[src/rtl/count_pwm_gen.sv]
// PWM generator driven by an external free-running up-counter bus.
// Duty updates are handshaked, double-buffered and committed only on a count wrap.
module count_pwm_gen #(
    parameter int unsigned W        = 4,
    parameter int unsigned DUTY_RST = 0
) (
    input  logic         clk,
    input  logic         reset,
    input  logic [W-1:0] count,
    input  logic [W:0]   duty_in,
    input  logic         duty_valid,
    output logic         duty_ready,
    input  logic         err_clr,
    output logic         pwm,
    output logic         period_done,
    output logic         seq_err
);

    localparam logic [W-1:0] CntMax   = {W{1'b1}};
    localparam logic [W:0]   DutyMax  = {1'b1, {W{1'b0}}};
    localparam logic [W:0]   DutyInit = (W + 1)'(DUTY_RST);

    logic [W-1:0] prev_cnt_q, prev_cnt_d;
    logic         prev_valid_q, prev_valid_d;
    logic         pending_q, pending_d;
    logic [W:0]   pend_val_q, pend_val_d;
    logic [W:0]   active_duty_q, active_duty_d;
    logic         pwm_q, pwm_d;
    logic         period_done_q, period_done_d;
    logic         seq_err_q, seq_err_d;

    logic [W-1:0] cnt_step;
    logic         wrap;
    logic         step_err;
    logic         accept;
    logic         commit;
    logic [W:0]   duty_sat;
    logic [W:0]   eff_duty;

    always_comb begin
        cnt_step = prev_cnt_q + W'(1);
        wrap     = prev_valid_q && (prev_cnt_q == CntMax) && (count == '0);
        step_err = prev_valid_q && (count != cnt_step);
        // accept and commit are mutually exclusive: accept needs pending clear, commit needs it set
        accept   = duty_valid && !pending_q;
        commit   = wrap && pending_q;
        duty_sat = (duty_in > DutyMax) ? DutyMax : duty_in;
        eff_duty = commit ? pend_val_q : active_duty_q;
    end

    always_comb begin
        prev_cnt_d    = count;
        prev_valid_d  = 1'b1;
        period_done_d = wrap;
        pwm_d         = ({1'b0, count} < eff_duty);
        pending_d     = pending_q;
        pend_val_d    = pend_val_q;
        active_duty_d = active_duty_q;
        seq_err_d     = seq_err_q;

        if (step_err) begin
            seq_err_d = 1'b1;
        end else if (err_clr) begin
            seq_err_d = 1'b0;
        end

        if (commit) begin
            active_duty_d = pend_val_q;
            pending_d     = 1'b0;
        end
        if (accept) begin
            pend_val_d = duty_sat;
            pending_d  = 1'b1;
        end
    end

    always_ff @(posedge clk) begin
        if (reset) begin
            prev_cnt_q    <= '0;
            prev_valid_q  <= 1'b0;
            pending_q     <= 1'b0;
            pend_val_q    <= '0;
            active_duty_q <= DutyInit;
            pwm_q         <= 1'b0;
            period_done_q <= 1'b0;
            seq_err_q     <= 1'b0;
        end else begin
            prev_cnt_q    <= prev_cnt_d;
            prev_valid_q  <= prev_valid_d;
            pending_q     <= pending_d;
            pend_val_q    <= pend_val_d;
            active_duty_q <= active_duty_d;
            pwm_q         <= pwm_d;
            period_done_q <= period_done_d;
            seq_err_q     <= seq_err_d;
        end
    end

    assign duty_ready  = ~pending_q;
    assign pwm         = pwm_q;
    assign period_done = period_done_q;
    assign seq_err     = seq_err_q;

endmodule

[config.mk]
export PLATFORM = sky130hd
export DESIGN_NAME = count_pwm_gen
export DESIGN_NICKNAME = d
export VERILOG_FILES = /design/src/rtl/count_pwm_gen.sv
export SDC_FILE = /design/constraint.sdc
export NUM_CORES = 1
export LEC_CHECK = 0
export ABC_AREA = 1
export ABC_CLOCK_PERIOD_IN_PS = 1850
export BUFFER_PORTS_ARGS = -buffer_cell sky130_fd_sc_hd__buf_2
export CAP_MARGIN = 15
export CORE_MARGIN = 2
export CORE_UTILIZATION = 28
export DETAILED_ROUTE_END_ITERATION = 12
export PLACE_DENSITY = 0.47
export SYNTH_ARGS = -nofsm -noshare
export SYNTH_HDL_FRONTEND = slang
export SYNTH_SLANG_ARGS = --single-unit
[constraint.sdc]
create_clock -name clk -period 1.85 [get_ports clk]
set_clock_uncertainty 0.2 [all_clocks]
set_input_delay 0.37 -clock clk [delete_from_list [all_inputs] [get_ports clk]]
set_output_delay 0.37 -clock clk [all_outputs]
set_load 0.02 [all_outputs]
==> run summary <==
- **hold-critical path depth** 3
- **capturing instance or port of the critical path** pwm
- **startpoint class of the critical path** flip-flop
- **Leakage Power** 0.000569 uW
- **Max transition margin** 81.4%
- **endpoint of the most critical register-to-register path** pwm
- **post-synthesis cell area** 868 sq um
- **result of the run** finished with violations
- **Max Cap Viol** 0
- **ratio of cells with drive above 1 in the final layout** 35.5%
- **number of sinks driven by the clock tree** 19
- **violations in the final reports** setup timing
- **data required time at the worst endpoint** 1.89 ns
- **Antenna Diode Count** 0
- **setup slack at placement** -0.185 ns
- **number of top-level design ports** 17
- **number of endpoints with negative hold slack in the final report** 0
- **Routed Antenna Nets** 0
- **Critical Path Slowest Stage Cell** dfxtp_2
- **GRT overflow** 0
- **power per cell area** 653 nW/um^2
- **Final Routed Wirelength** 1.84 mm
- **clock slew seen by the registers of the worst setup and hold paths** 0.11 ns
- **most area-consuming cells after synthesis** dfxtp_1 44%, nand2_1 7.8%, nor2_1 6.5%
- **setup TNS** -0.0894 ns
- **number of global-route vias before repair** 751
- **number of buffers inserted by hold repair at cts** 0
- **yosys synthesis warning count** 0
- **Tmin final** 1.94 ns
- **Hold Crit Class** input port to flip-flop
- **Slowest Stage Delay on Critical Path** 0.37 ns
- **Max Clk Rate** 516 MHz
- **sequential-to-total area share from yosys stat** 43.8%
- **arrival time worst endpoint** 1.98 ns
- **portion of synthesized cell area occupied by the leading cell type** 43.8%
- **Detail Placement HPWL** 1.48 mm
- **P&R area growth vs syn** 34.7%
- **DIE WIDTH** 59.7 um
- **filler-free cell count of the finished design** 174
- **pin count of the biggest net entering global routing** 16
- **Residual DRC** 0
- **Iteration-0 DRC Markers** 9
- **Crit Reg-Reg Startpoint** prev_cnt_q[0]
- **count of mapped cells out of synthesis** 107
- **Max VDD drop** 0.228 mV
- **number of rows created at floorplan** 20
- **Clock Path Buffers** 2
- **register-to-register setup slack** -0.09 ns
- **post-detailed-placement cell area** 1090 sq um
- **Critical Path Fanout Max** 5
- **initial antenna violation count** 0
- **Total GRT Usage** 12.1%
- **worst setup margin** -0.0894 ns
- **overall die area** 3560 sq um
- **number of CTS-inserted buffers** 3
- **average wire per standard cell** 10.6 um
- **Crit Path Category** flip-flop to flip-flop
- **syn_nets** 124
- **unrepaired setup endpoints after global routing** yes
- **worst-case reg-to-reg path depth** 10
- **clk_lat worst skew** 0.29 ns
- **post-route design area** 1170 sq um
- **Die Y** 59.7 um
- **vias after detailed routing** 767
- **final setup violation count** 1
- **Power Total** 764 uW
- **type of element capturing the critical path** flip-flop
- **portion of the clock cycle consumed by the worst path in the final layout** 105%
- **IO buf count** 16
- **placed cell count** 167
- **1st-pass router iterations** 3
- **synthesis-stage register bit count** 19
- **wire length of the first global-routing pass** 3.16 mm
- **Synth area leader** dfxtp_1
- **start point of the critical path** prev_cnt_q[0]
- **worst slew pin tran** 0.280 ns
- **drt via density** 4.41
- **effective utilization at floorplan** 28.9%
- **Final Slew Violations** 0
- **area of the core** 3000 sq um
- **Avg Cell Area, Syn** 8.12 sq um
- **unique cell type count in the Yosys netlist** 24
- **placer's final routability congestion estimate** 0.714
- **total number of nets in the final design** 159
- **TritonCTS clock tree** yes
- **number of H-tree levels** 1
- **CP cell instances** ha_4, nand2_4, nor2_4, nand3_4, mux2i_4, ha_4, a21o_1, nand3_1, nand3_1, nor2_1
- **Root Driver** clkbuf_4
-- repair_timing --
| action | in CTS | in global routing |
|---|---|---|
| pin swaps | 0 | 5 |
| setup buffers | 2 | 1 |
| resized for setup | 2 | 2 |
| setup endpoints to repair | 1 | 1 |
-- synth_stat cells --
master / instances
a21o_1: 1
o21ai_0: 3
xor2_1: 1
inv_2: 1
mux2i_1: 3
or2_2: 1
nor2_1: 15
nand2_1: 18
xnor2_1: 3
a22oi_1: 1
inv_1: 13
nor2_4: 2
dfxtp_1: 19
nand3_4: 1
a21oi_1: 4
nor2_2: 1
ha_1: 4
a211oi_1: 1
nand4_1: 2
or3_1: 1
clkbuf_1: 1
nand3_1: 5
o211ai_1: 1
nand2_2: 5
-- worst min path at each step --
stage                      start            end  slack [ns]
finish                  count[1]  prev_cnt_q[1]        0.08
global route            count[1]  prev_cnt_q[1]        0.09
CTS                     count[1]  prev_cnt_q[1]        0.08
detailed placement  prev_valid_q        seq_err        0.26
global placement         seq_err        seq_err        0.25
floorplan           prev_valid_q        seq_err        0.23
-- flip-flops by register name, indices dropped and copies added, names as in the netlist --
signal,flops
prev_valid_q,1
pending_q,1
prev_cnt_q,4
period_done,1
pwm,1
pend_val_q,5
seq_err,1
active_duty_q,5
-- report_power, final --
group	internal (uW)	switching (uW)	total (uW)	leakage [uW]
logic	54.7	59.3	114	0.000398
clock network	83.9	127	211	0.0000150
registers	426	12.3	439	0.000157
total	565	199	764	0.000569
-- metrics by stage --
step           hold WS (ns)  utilization, %
2_1_floorplan         0.233               -
3_3_place_gp          0.253            36.3
3_5_place_dp          0.263            36.3
4_1_cts              0.0755            38.0
5_1_grt              0.0865            39.0
6_report             0.0844            39.0
-- routing by layer --
metal	share of wire, %	vias to the layer above	track usage (%)
li1	-	410	-
met1	45	344	14.5
met2	50	11	20.8
met3	3.4	2	2.16
met4	0.70	0	5.71
met5	0	-	0
-- critical path, delay by kind of cell, from the launching register on --
| kind | cells | cell delay (ns) |
|---|---|---|
| compound gates | 1 | 0.15 |
| fa+ha+maj | 2 | 0.38 |
| mux | 1 | 0.22 |
| flops | 1 | 0.37 |
| simple gates | 6 | 0.58 |
-- cells by family (layout without fill, tap and decap cells) --
group	after synthesis	count (layout)	share of synthesized area (%)
AND/OR/NAND/NOR	51	51	29.0
flip-flops	19	19	43.8
buffers and inverters	15	49	6.48
AO/OA/AOI/OAI	11	11	7.49
adder cells (fa/ha/maj)	4	4	5.76
XOR/XNOR	4	4	4.04
multiplexers	3	3	3.46
-- layout by cell type (no fill, tap or decap) --
cell type  count
a211oi_1       1
o211ai_1       1
clkbuf_4       3
or2_2          1
nand3_4        1
dfxtp_1       17
nand2_2        4
nor2_4         2
ha_4           2
nand4_1        2
inv_1         13
xor2_1         1
buf_4         15
mux2i_1        2
mux2i_4        1
or3_1          1
a22oi_1        1
clkbuf_1       1
nor2_2         1
buf_2         16
o21ai_0        3
ha_1           2
inv_2          1
nand2_1       18
a21oi_1        4
a21o_1         1
nor2_1        15
dfxtp_2        2
xnor2_1        3
nand2_4        1
nand3_1        5
-- area by class of cell --
class / count / area, sq um
Fill cell: 333 / 1830
Timing Repair Buffer: 31 / 193
Inverter: 14 / 52.6
Clock buffer: 4 / 26.3
Sequential cell: 19 / 383
Multi-Input combinational cell: 73 / 474
Tap cell: 33 / 41.3
Power figures use the tool's default switching activity.
